$ cat src/rtl/dmem_arbiter_if.sv
// Bus bundle between the CPU MEM stage, the host/debug port, the arbiter and
// the synchronous data RAM.
//   cpu_*    : CPU MEM-stage request, write data, read data and stall
//   host_*   : host request (held until host_ack), read data and ack pulse
//   d_*      : memory address, write enable, write data and read data
// Modports:
//   slave  : the arbiter's view (consumes requests and d_datain)
//   master : the environment's view (CPU, host and RAM together)
interface dmem_arbiter_if #(
  parameter int AW = 8,
  parameter int DW = 16
);
  logic          cpu_req;
  logic          cpu_we;
  logic [AW-1:0] cpu_addr;
  logic [DW-1:0] cpu_wdata;
  logic [DW-1:0] cpu_rdata;
  logic          cpu_stall;

  logic          host_req;
  logic          host_we;
  logic [AW-1:0] host_addr;
  logic [DW-1:0] host_wdata;
  logic [DW-1:0] host_rdata;
  logic          host_ack;

  logic [AW-1:0] d_addr;
  logic          d_we;
  logic [DW-1:0] d_dataout;
  logic [DW-1:0] d_datain;

  modport slave (
    input  cpu_req, cpu_we, cpu_addr, cpu_wdata,
    output cpu_rdata, cpu_stall,
    input  host_req, host_we, host_addr, host_wdata,
    output host_rdata, host_ack,
    output d_addr, d_we, d_dataout,
    input  d_datain
  );

  modport master (
    output cpu_req, cpu_we, cpu_addr, cpu_wdata,
    input  cpu_rdata, cpu_stall,
    output host_req, host_we, host_addr, host_wdata,
    input  host_rdata, host_ack,
    input  d_addr, d_we, d_dataout,
    output d_datain
  );
endinterface

$ cat src/rtl/dmem_arbiter.sv
// Data-memory arbiter: shares one synchronous RAM between the CPU MEM stage
// (fixed priority) and a host/debug port. A saturating wait counter forces a
// host grant after MAX_WAIT lost cycles so the host cannot starve.
// Ports:
//   clock : single clock, all state on the rising edge
//   reset : synchronous, active-high
//   bus   : dmem_arbiter_if.slave carrying CPU, host and memory signals
// The cycle after a host grant is the host's ack cycle: the RAM returns the
// host read data and the host is not eligible, so a still-high host_req
// cannot start a second transaction.
module dmem_arbiter #(
  parameter int AW       = 8,
  parameter int DW       = 16,
  parameter int MAX_WAIT = 4
) (
  input  logic           clock,
  input  logic           reset,
  dmem_arbiter_if.slave  bus
);
  localparam int WCW = $clog2(MAX_WAIT + 1);

  typedef enum logic [1:0] {
    S_IDLE = 2'd0,
    S_CPU  = 2'd1,
    S_HOST = 2'd2
  } state_t;

  state_t        state;
  state_t        state_nxt;
  logic [WCW-1:0] wcnt;
  logic          host_gnt;
  logic          cpu_gnt;
  logic          host_rd_p1;
  logic [DW-1:0] host_rdata_q;
  logic          host_ack_int;

  // Grant decision and next owner; everything is gated off during reset.
  always_comb begin
    host_gnt  = 1'b0;
    cpu_gnt   = 1'b0;
    state_nxt = S_IDLE;
    if (!reset) begin
      host_gnt = bus.host_req && (state != S_HOST) &&
                 (!bus.cpu_req || (wcnt >= WCW'(MAX_WAIT)));
      cpu_gnt  = bus.cpu_req && !host_gnt;
    end
    if (host_gnt)
      state_nxt = S_HOST;
    else if (cpu_gnt)
      state_nxt = S_CPU;
  end

  // Memory-side mux of the winner; idle bus is all zero.
  always_comb begin
    bus.d_addr    = '0;
    bus.d_we      = 1'b0;
    bus.d_dataout = '0;
    if (host_gnt) begin
      bus.d_addr    = bus.host_addr;
      bus.d_we      = bus.host_we;
      bus.d_dataout = bus.host_wdata;
    end else if (cpu_gnt) begin
      bus.d_addr    = bus.cpu_addr;
      bus.d_we      = bus.cpu_we;
      bus.d_dataout = bus.cpu_wdata;
    end
  end

  assign host_ack_int  = (state == S_HOST) && !reset;
  assign bus.host_ack  = host_ack_int;
  assign bus.cpu_stall = bus.cpu_req && !cpu_gnt && !reset;
  assign bus.cpu_rdata = bus.d_datain;
  // Read data is presented in the ack cycle straight from the RAM, then held.
  assign bus.host_rdata = (host_ack_int && host_rd_p1) ? bus.d_datain : host_rdata_q;

  // Owner register, read-type flag of the host access, and held host data.
  always_ff @(posedge clock) begin
    if (reset) begin
      state        <= S_IDLE;
      host_rd_p1   <= 1'b0;
      host_rdata_q <= '0;
    end else begin
      state      <= state_nxt;
      host_rd_p1 <= host_gnt && !bus.host_we;
      if (host_ack_int && host_rd_p1)
        host_rdata_q <= bus.d_datain;
    end
  end

  // Host starvation counter: counts lost cycles, saturates, clears on grant
  // or when the host is not requesting. Holds during the ack cycle.
  always_ff @(posedge clock) begin
    if (reset) begin
      wcnt <= '0;
    end else if (!bus.host_req || host_gnt) begin
      wcnt <= '0;
    end else if ((state != S_HOST) && (wcnt < WCW'(MAX_WAIT))) begin
      wcnt <= wcnt + 1'b1;
    end
  end
endmodule
$ cat src/flat_wrapper.sv
// flat-port wrapper written by rule: the top's interface ports become plain ports
module dmem_arbiter_flat 
#(
  parameter int AW       = 8,
  parameter int DW       = 16,
  parameter int MAX_WAIT = 4
)
  (clock, reset, bus_cpu_req, bus_cpu_we, bus_cpu_addr, bus_cpu_wdata, bus_cpu_rdata, bus_cpu_stall, bus_host_req, bus_host_we, bus_host_addr, bus_host_wdata, bus_host_rdata, bus_host_ack, bus_d_addr, bus_d_we, bus_d_dataout, bus_d_datain);
  dmem_arbiter_if #(.AW(AW), .DW(DW)) bus_i ();
  input  logic clock;
  input  logic reset;
  input wire logic [$bits(bus_i.cpu_req)-1:0] bus_cpu_req;
  input wire logic [$bits(bus_i.cpu_we)-1:0] bus_cpu_we;
  input wire logic [$bits(bus_i.cpu_addr)-1:0] bus_cpu_addr;
  input wire logic [$bits(bus_i.cpu_wdata)-1:0] bus_cpu_wdata;
  output wire logic [$bits(bus_i.cpu_rdata)-1:0] bus_cpu_rdata;
  output wire logic [$bits(bus_i.cpu_stall)-1:0] bus_cpu_stall;
  input wire logic [$bits(bus_i.host_req)-1:0] bus_host_req;
  input wire logic [$bits(bus_i.host_we)-1:0] bus_host_we;
  input wire logic [$bits(bus_i.host_addr)-1:0] bus_host_addr;
  input wire logic [$bits(bus_i.host_wdata)-1:0] bus_host_wdata;
  output wire logic [$bits(bus_i.host_rdata)-1:0] bus_host_rdata;
  output wire logic [$bits(bus_i.host_ack)-1:0] bus_host_ack;
  output wire logic [$bits(bus_i.d_addr)-1:0] bus_d_addr;
  output wire logic [$bits(bus_i.d_we)-1:0] bus_d_we;
  output wire logic [$bits(bus_i.d_dataout)-1:0] bus_d_dataout;
  input wire logic [$bits(bus_i.d_datain)-1:0] bus_d_datain;
  assign bus_i.cpu_req = bus_cpu_req;
  assign bus_i.cpu_we = bus_cpu_we;
  assign bus_i.cpu_addr = bus_cpu_addr;
  assign bus_i.cpu_wdata = bus_cpu_wdata;
  assign bus_cpu_rdata = bus_i.cpu_rdata;
  assign bus_cpu_stall = bus_i.cpu_stall;
  assign bus_i.host_req = bus_host_req;
  assign bus_i.host_we = bus_host_we;
  assign bus_i.host_addr = bus_host_addr;
  assign bus_i.host_wdata = bus_host_wdata;
  assign bus_host_rdata = bus_i.host_rdata;
  assign bus_host_ack = bus_i.host_ack;
  assign bus_d_addr = bus_i.d_addr;
  assign bus_d_we = bus_i.d_we;
  assign bus_d_dataout = bus_i.d_dataout;
  assign bus_i.d_datain = bus_d_datain;
  dmem_arbiter #(.AW(AW), .DW(DW), .MAX_WAIT(MAX_WAIT)) u_core (.clock(clock), .reset(reset), .bus(bus_i));
endmodule
$ cat config.mk
export PLATFORM = sky130hd
export DESIGN_NAME = dmem_arbiter_flat
export DESIGN_NICKNAME = d
export VERILOG_FILES = /design/src/rtl/dmem_arbiter_if.sv /design/src/rtl/dmem_arbiter.sv /design/src/flat_wrapper.sv
export SDC_FILE = /design/constraint.sdc
export NUM_CORES = 1
export LEC_CHECK = 0
export BUFFER_PORTS_ARGS = -buffer_cell sky130_fd_sc_hd__buf_2
export CAP_MARGIN = 25
export CORE_ASPECT_RATIO = 1.2
export CORE_MARGIN = 3
export CORE_UTILIZATION = 39
export CTS_CLUSTER_SIZE = 40
export DETAILED_ROUTE_END_ITERATION = 7
export PLACE_DENSITY = 0.92
export SYNTH_ARGS = -nofsm -noshare
export SYNTH_HDL_FRONTEND = slang
export SYNTH_SLANG_ARGS = --single-unit
$ cat constraint.sdc
create_clock -name clock -period 3.2 [get_ports clock]
set_clock_uncertainty 0.1 [all_clocks]
set_input_delay 0.48 -clock clock [delete_from_list [all_inputs] [get_ports clock]]
set_output_delay 0.48 -clock clock [all_outputs]
set_load 0.02 [all_outputs]
* Word level (Yosys, flattened, before mapping)
Cells that the tools add are included.
** Cells by class
- Reduce and logical (&&, ||, !) cells :: 19
- Muxes and demuxes :: 11
- Eq/ne operators :: 2
- $add $sub $neg :: 1
- Order comparisons :: 2
** Operator list (number)
- $mux W16 :: 3
- $mux W8 :: 2
- $logic_and A1 B1 Y1 :: 9
- $logic_not A1 Y1 :: 6
- $mux W1 :: 5
- $reduce_or A2 Y1 :: 2
- $add A3 B1 Y3 const B :: 1
- $ge A3 B3 Y1 const B :: 1
- $lt A3 B3 Y1 const B :: 1
- $eq A2 B2 Y1 const B :: 1
- $logic_or A1 B1 Y1 :: 2
- $mux W2 :: 1
- $ne A2 B2 Y1 const B :: 1
** Word-level totals
- Input bits :: 70
- Flip-flop bits (word level) :: 22
- Output and inout port bits :: 59
- Logic and storage cells :: 40

* Longest topological paths before layout
Gate-level depths: netlist (run 1).
- Depth in word-level cells :: 9
- Mapped depth :: 5
- Mapped depth without buffers :: 3

* Worst setup path before layout (run 1)
Ideal clock, no wire load.
- Path kind :: in2out
- Start point :: input reset
- End point :: output bus_d_addr[3]
- Data required time :: 2.620 ns
- Path buffers :: 2
- Path slack :: 1.114 ns
- Data arrival time :: 1.506 ns
- Stages on the path :: 5
- Cell sequence :: buf_4 nand2b_4 nor3_4 buf_6 a22o_1
** Between the ends
- Cells in the longest elaborated chain, start to end :: 3
- Elaborated cells between the ends (all ways) :: 4
- Classes of those cells :: 4 x mux
** RTL lines
- from (decl) :: line flat_wrapper.sv:11 : input logic reset;
- $mux W1 :: line dmem_arbiter.sv:42 : if (!reset) begin
- $mux W8 :: line dmem_arbiter.sv:62 : end else if (cpu_gnt) begin
- $mux W8 * :: line dmem_arbiter.sv:58 : if (host_gnt) begin
- to (decl) :: line flat_wrapper.sv:24 : output wire logic [$bits(bus_i.d_addr)-1:0] bus_d_addr;
Mark *: on every way between the ends. The rest lies on a longest branch, timed or not.

* Worst setup path in the final report (run 1)
- Start point :: input reset
- End point :: output bus_d_addr[7]
The elaborated chain is that of the path after synthesis.

==> out/results.txt, run 1 <==
Initial core utilization - 0.425
Fin nets - 305
Initial antenna violation count - 0
First-pass GRT wire length - 5950 um
Synthesis-to-finish area growth - 39.6%
Maxcap violations - 0
Worst path most repeated cell - buf_2
Max Slew Vio Count - 0
RSZ-0062 raised after global routing - no
Launch point of the worst reg-to-reg path - u_core.state[1]
Syn avg cell area - 11.1 um^2
Crit path launch type - input port
Clock Sinks - 22
Final min period - 2.68 ns
Post-synth top area share - 0.322
Maximum vdd drop - 0.300 mV
DP HPWL - 3280 um
Total global routing overflow - 0
Critical Path Sink - bus_d_addr[7]
P_leak - 0.00108 uW
Status - finished clean
Crit share post-route - 0.838
HP Class - in2reg
PostCTS Resize Cnt - 0
P per Cell Area - 314 nW/um^2
Ys async rst share - 0
Core Area - 3220 um^2
Worst Slack Setup Final - 0.518 ns
Worst-case reg-to-reg path depth - 4
Syn nets - 194
Netlist Area Pre-Place - 1370 um^2
WP data arrival - 2.10 ns
Post-Route WL - 3890 um
Clock root buffer master - clkbuf_4
Drt wl/cell - 14.4 um
Vias - 1328
Final GP Congestion - 0.959
Antenna-violating nets left - 0
Area leader, netlist - dfxtp_1
CTS tree - built
Num ports - 129
Bufs on Longest Clock Path - 2
Num CTS Buffers - 3
Final design utilization - 0.593
DIE AREA - 4260 um^2
Largest net degree at the start of global routing - 27
Cell Rows - 22
Leading post-synthesis cells by cell area - dfxtp_1 (32%), a22o_1 (17%), buf_4 (9.3%)
Synth Register Bits - 22
# DRC - 0
CP max stage delay - 0.72 ns
DP Worst Slack - 0.506 ns
Top cells by count, synth - a22o_1 (26), dfxtp_1 (22), buf_4 (17), nor2b_1 (16)
Antenna Cells - 0
DR iter-0 viols - 26
Fill cells - 283
TNS Setup - 0 ns
Primary FF master, synth - dfxtp_1
Most frequent cell after synthesis - a22o_1
Vias in the first global route - 1309
Die Ht - 70.9 um
Highest net fanout along the worst path - 26
H-tree depth - 1
Clk slew on worst S/H paths - 0.12 ns
Synth warn - 0
Vias per cell - 4.94
Die X - 60.1 um
Worst setup path startpoint - reset
R2r setup slk - 1.43 ns
Crit-path cells - buf_2, nand2b_4, nor3_4, a22o_1, buf_2
Worst path required time - 2.62 ns
Post-CTS Hold Buffers - 0
Final Setup Violations - 0
Crit path kind - in2out
Post-synth EDFFs - 0
Worst path slowest cell - nor3_4
Worst-Skew Late Latency - 0.31 ns
CP endpoint kind - output pin
DRT Pass-1 Iters - 4
Post-synthesis sequential area ratio - 0.322
FF-to-FF End - u_core.host_rdata_q[9]
Pin slew with the least headroom to its limit - 0.870 ns
Slew headroom - 0.418
Layout cells sized above 1 - 0.670
Gr usage total - 0.180
Unique cell type count in the Yosys netlist - 23
Setup bufs post-CTS - 0
Gate Count Post-Synth - 123
Fmax - 0.373 GHz
Port bufs - 128
Final hold vios - 0
cells by family (layout without fill, tap and decap cells):
logic type / after synthesis / count (layout) / share of synthesized area
simple gates: 30 / 30 / 0.164
buf+inv: 25 / 135 / 0.155
compound gates: 29 / 29 / 0.197
flops: 22 / 22 / 0.322
fa+ha+maj: 1 / 1 / 0.00915
mux: 16 / 16 / 0.154
state kept, by name, summed over array words and instances, names as in the netlist:
register and flops:
u_core.host_rdata_q 16, u_core.wcnt 3, u_core.state 2, u_core.host_rd_p1 1
stage by stage:
stage	total power, uW	instances	instance area [um^2]	hold slack [ns]
after global routing	624	269	1910	0.241
final	599	269	1910	0.253
after global placement	447	265	1870	0.354
after detailed placement	449	265	1870	0.371
after CTS	602	269	1910	0.247
after floorplan	387	123	1370	0.346
worst min path at each step:
| stage | from | to | cells after the start |
|---|---|---|---|
| after CTS | bus_host_we | u_core.host_rd_p1 | 2 |
| after detailed placement | u_core.wcnt[1] | u_core.wcnt[1] | 1 |
| after global placement | u_core.wcnt[1] | u_core.wcnt[1] | 1 |
| after global routing | bus_host_we | u_core.host_rd_p1 | 2 |
| after floorplan | u_core.wcnt[1] | u_core.wcnt[1] | 1 |
| final | bus_host_we | u_core.host_rd_p1 | 2 |
area by class of cell:
| class | instances | area [um^2] | area share |
|---|---|---|---|
| clock buffers | 4 | 36.3 | 0.0190 |
| inverters | 1 | 3.75 | 0.00197 |
| multi-input cells | 76 | 716 | 0.375 |
| flip-flops and latches | 22 | 440 | 0.231 |
| well taps | 36 | 45.0 | 0.0236 |
| repair buffers | 130 | 668 | 0.350 |
per-layer routing:
metal  vias to the layer above  wire length, um  global-route usage
met1                       601             1430               0.198
met2                        66             2140               0.334
li1                        655                -                   -
met5                         -                0                   0
met3                         6              248              0.0274
met4                         0               66              0.0665
power breakdown:
part | internal, uW | switching, uW | total (uW) | leakage [uW]
sequential | 276 | 1.82 | 278 | 0.000178
clock | 69.6 | 86.7 | 156 | 0.0000210
combinational | 72.2 | 92.2 | 164 | 0.000884
total | 418 | 181 | 599 | 0.00108
placed cells by master (no fill, tap or decap):
master / synthesis / routed
dfxtp_1: 22 / 22
nand2_1: 1 / 1
inv_1: 1 / 1
mux2_2: 8 / 8
nor2_1: 3 / 3
clkbuf_4: 0 / 3
nand4b_1: 1 / 1
nor2b_4: 2 / 2
nor3_1: 1 / 1
nor2b_1: 16 / 16
nor4_1: 2 / 2
nand4bb_1: 1 / 1
ha_1: 1 / 1
a311oi_4: 1 / 1
buf_2: 0 / 128
buf_12: 1 / 1
a21oi_1: 1 / 1
a22o_1: 26 / 26
nor3_4: 1 / 1
clkbuf_8: 0 / 1
buf_4: 17 / 1
nand2b_4: 2 / 2
a32o_1: 1 / 1
mux2_4: 8 / 8
worst max-delay path, delay by kind of cell:
kind	cells	cell delay [ns]
buffers and inverters	2	0.41
AND/OR/NAND/NOR	2	0.95
AO/OA/AOI/OAI	1	0.25
No activity file was read; power rests on OpenSTA's default activity.
==> run 2: changes to the inputs <==
- CORE_UTILIZATION: 39 -> 37
- PLACE_DENSITY: 0.92 -> 0.88
- clock period: 3.2 -> 2.47 ns (I/O delays scaled with it)
==> run 2 against run 1 <==
Combinational power rose by 34%. Die area increased by 4.9%. Non-clock buffer count is 3 higher. Sequential power increased by 29%. Register-to-register slack lost 0.54 ns. Power is 38% higher. Hold slack lost 0.062 ns. Sequential share of layout area fell by 0.55 points. Core utilization decreased by 2.7 points. Global-route usage shrank 2.4 points. Highest routed layer unchanged.
==> out/results.txt, run 2 (synthesis gave the netlist of run 1 again) <==
Clk slew on worst S/H paths - 0.08 ns
P_leak - 0.00110 uW
CP max stage delay - 0.54 ns
Worst Slack Setup Final - 0.245 ns
Status - finished clean
Crit-path cells - nor2b_1, nor3_4, a22o_1, buf_2
Port bufs - 128
H-tree depth - 1
Clock root buffer master - clkbuf_8
Fin nets - 309
Initial core utilization - 0.396
DP Worst Slack - 0.223 ns
Worst-Skew Late Latency - 0.25 ns
Final GP Congestion - 0.825
Crit path launch type - flip-flop
Initial antenna violation count - 0
Vias in the first global route - 1286
Commonest non-fill, non-tap cell in the layout - buf_2
Reg with most FFs - u_core.host_rdata_q
Crit path kind - reg2out
Worst path required time - 2.00 ns
CP endpoint kind - output pin
First-pass GRT wire length - 5340 um
Num ports - 129
Antenna-violating nets left - 0
Maxcap violations - 0
Cell Rows - 23
DR iter-0 viols - 41
Num CTS Buffers - 3
P per Cell Area - 423 nW/um^2
DP HPWL - 3200 um
Vias - 1353
DRT Pass-1 Iters - 4
Pin slew with the least headroom to its limit - 0.611 ns
Fill cells - 330
Hold_ws - 0.192 ns
Synthesis-to-finish area growth - 43.0%
Bufs on Longest Clock Path - 2
Total global routing overflow - 0
Final hold vios - 0
HP Class - in2reg
Overall power - 827 uW
# DRC - 0
Post-CTS Hold Buffers - 0
Post-Route WL - 3770 um
RSZ-0062 raised after global routing - no
Finished Cell Area - 1960 um^2
Die Ht - 72.6 um
DIE AREA - 4460 um^2
Worst path slowest cell - nor2b_1
Placed Area - 1880 um^2
Final min period - 2.23 ns
Commonest non-fill, non-tap cells in the layout - buf_2 (128), a22o_1 (26), dfxtp_1 (22), nor2b_1 (16)
Clock Sinks - 22
Gr usage total - 0.156
Final Setup Violations - 0
Max Slew Vio Count - 0
CTS tree - built
Drt wl/cell - 13.8 um
Max FFs per register - 16
Maximum vdd drop - 0.204 mV
Slew headroom - 0.592
Fmax - 0.449 GHz
Antenna Cells - 0
Crit share post-route - 0.901
TNS Setup - 0 ns
Layout cells sized above 1 - 0.675
Largest regs - u_core.host_rdata_q: 16 flops, u_core.wcnt: 3 flops, u_core.state: 2 flops
WP data arrival - 1.75 ns
Setup bufs post-CTS - 0
Highest net fanout along the worst path - 13
Vias per cell - 4.94
Largest net degree at the start of global routing - 27
Core Area - 3450 um^2
Die X - 61.5 um
## run 2: changes by cell type in the layout (fill, tap and decap cells not counted)
| cell | delta |
|---|---|
| buf_12 | -1 |
| clkbuf_8 | +3 |
| clkbuf_4 | -3 |
| buf_4 | +4 |
| nor3_4 | +1 |
## run 2: critical path: cells and delay by family, from the launching register on
family,cells,cell delay [ns]
flip-flops,1,0.39
AND/OR/NAND/NOR,2,0.72
buffers and inverters,1,0.16
AO/OA/AOI/OAI,1,0.23
## run 2: final cells by class
type,instances,area [um^2],share of cell area
inverters,1,3.75,0.00192
clock buffers,4,55.1,0.0282
flip-flops and latches,22,440,0.225
multi-input cells,77,732,0.374
well taps,37,46.3,0.0237
repair buffers,133,678,0.347
## run 2: layer usage
metal  track usage  vias to the layer above  wire (um)
met5             0                        -          0
met3        0.0301                        2        342
met4        0.0354                        0          9
met2         0.304                       87       2000
li1              -                      664          -
met1         0.164                      600       1420
## run 2: timing repair
action | in CTS | in global routing
setup endpoints to repair | 0 | 25
resized for setup | 0 | 1
endpoints found under the hold margin | 0 | 0
## run 2: metrics by stage
stage,util,cells
after CTS,0.562,273
after global placement,0.546,269
final,0.566,274
after floorplan,-,123
after global routing,0.566,274
after detailed placement,0.546,269
## run 2: where the power goes
part | switching, uW | internal, uW
clock | 107 | 142
combinational | 121 | 97.5
sequential | 2.33 | 358
total | 230 | 597
## run 2: path summary, 6_finish.rpt
| path | from | to | slack [ns] | cells after the start |
|---|---|---|---|---|
| hold / removal | bus_host_we | u_core.host_rd_p1 | 0.19 | 2 |
| setup reg to reg | u_core.state[1] | u_core.wcnt[1] | 0.89 | 3 |
| hold reg to reg | u_core.wcnt[1] | u_core.wcnt[1] | 0.40 | 1 |
| setup / recovery | u_core.state[1] | bus_d_dataout[0] | 0.24 | 4 |
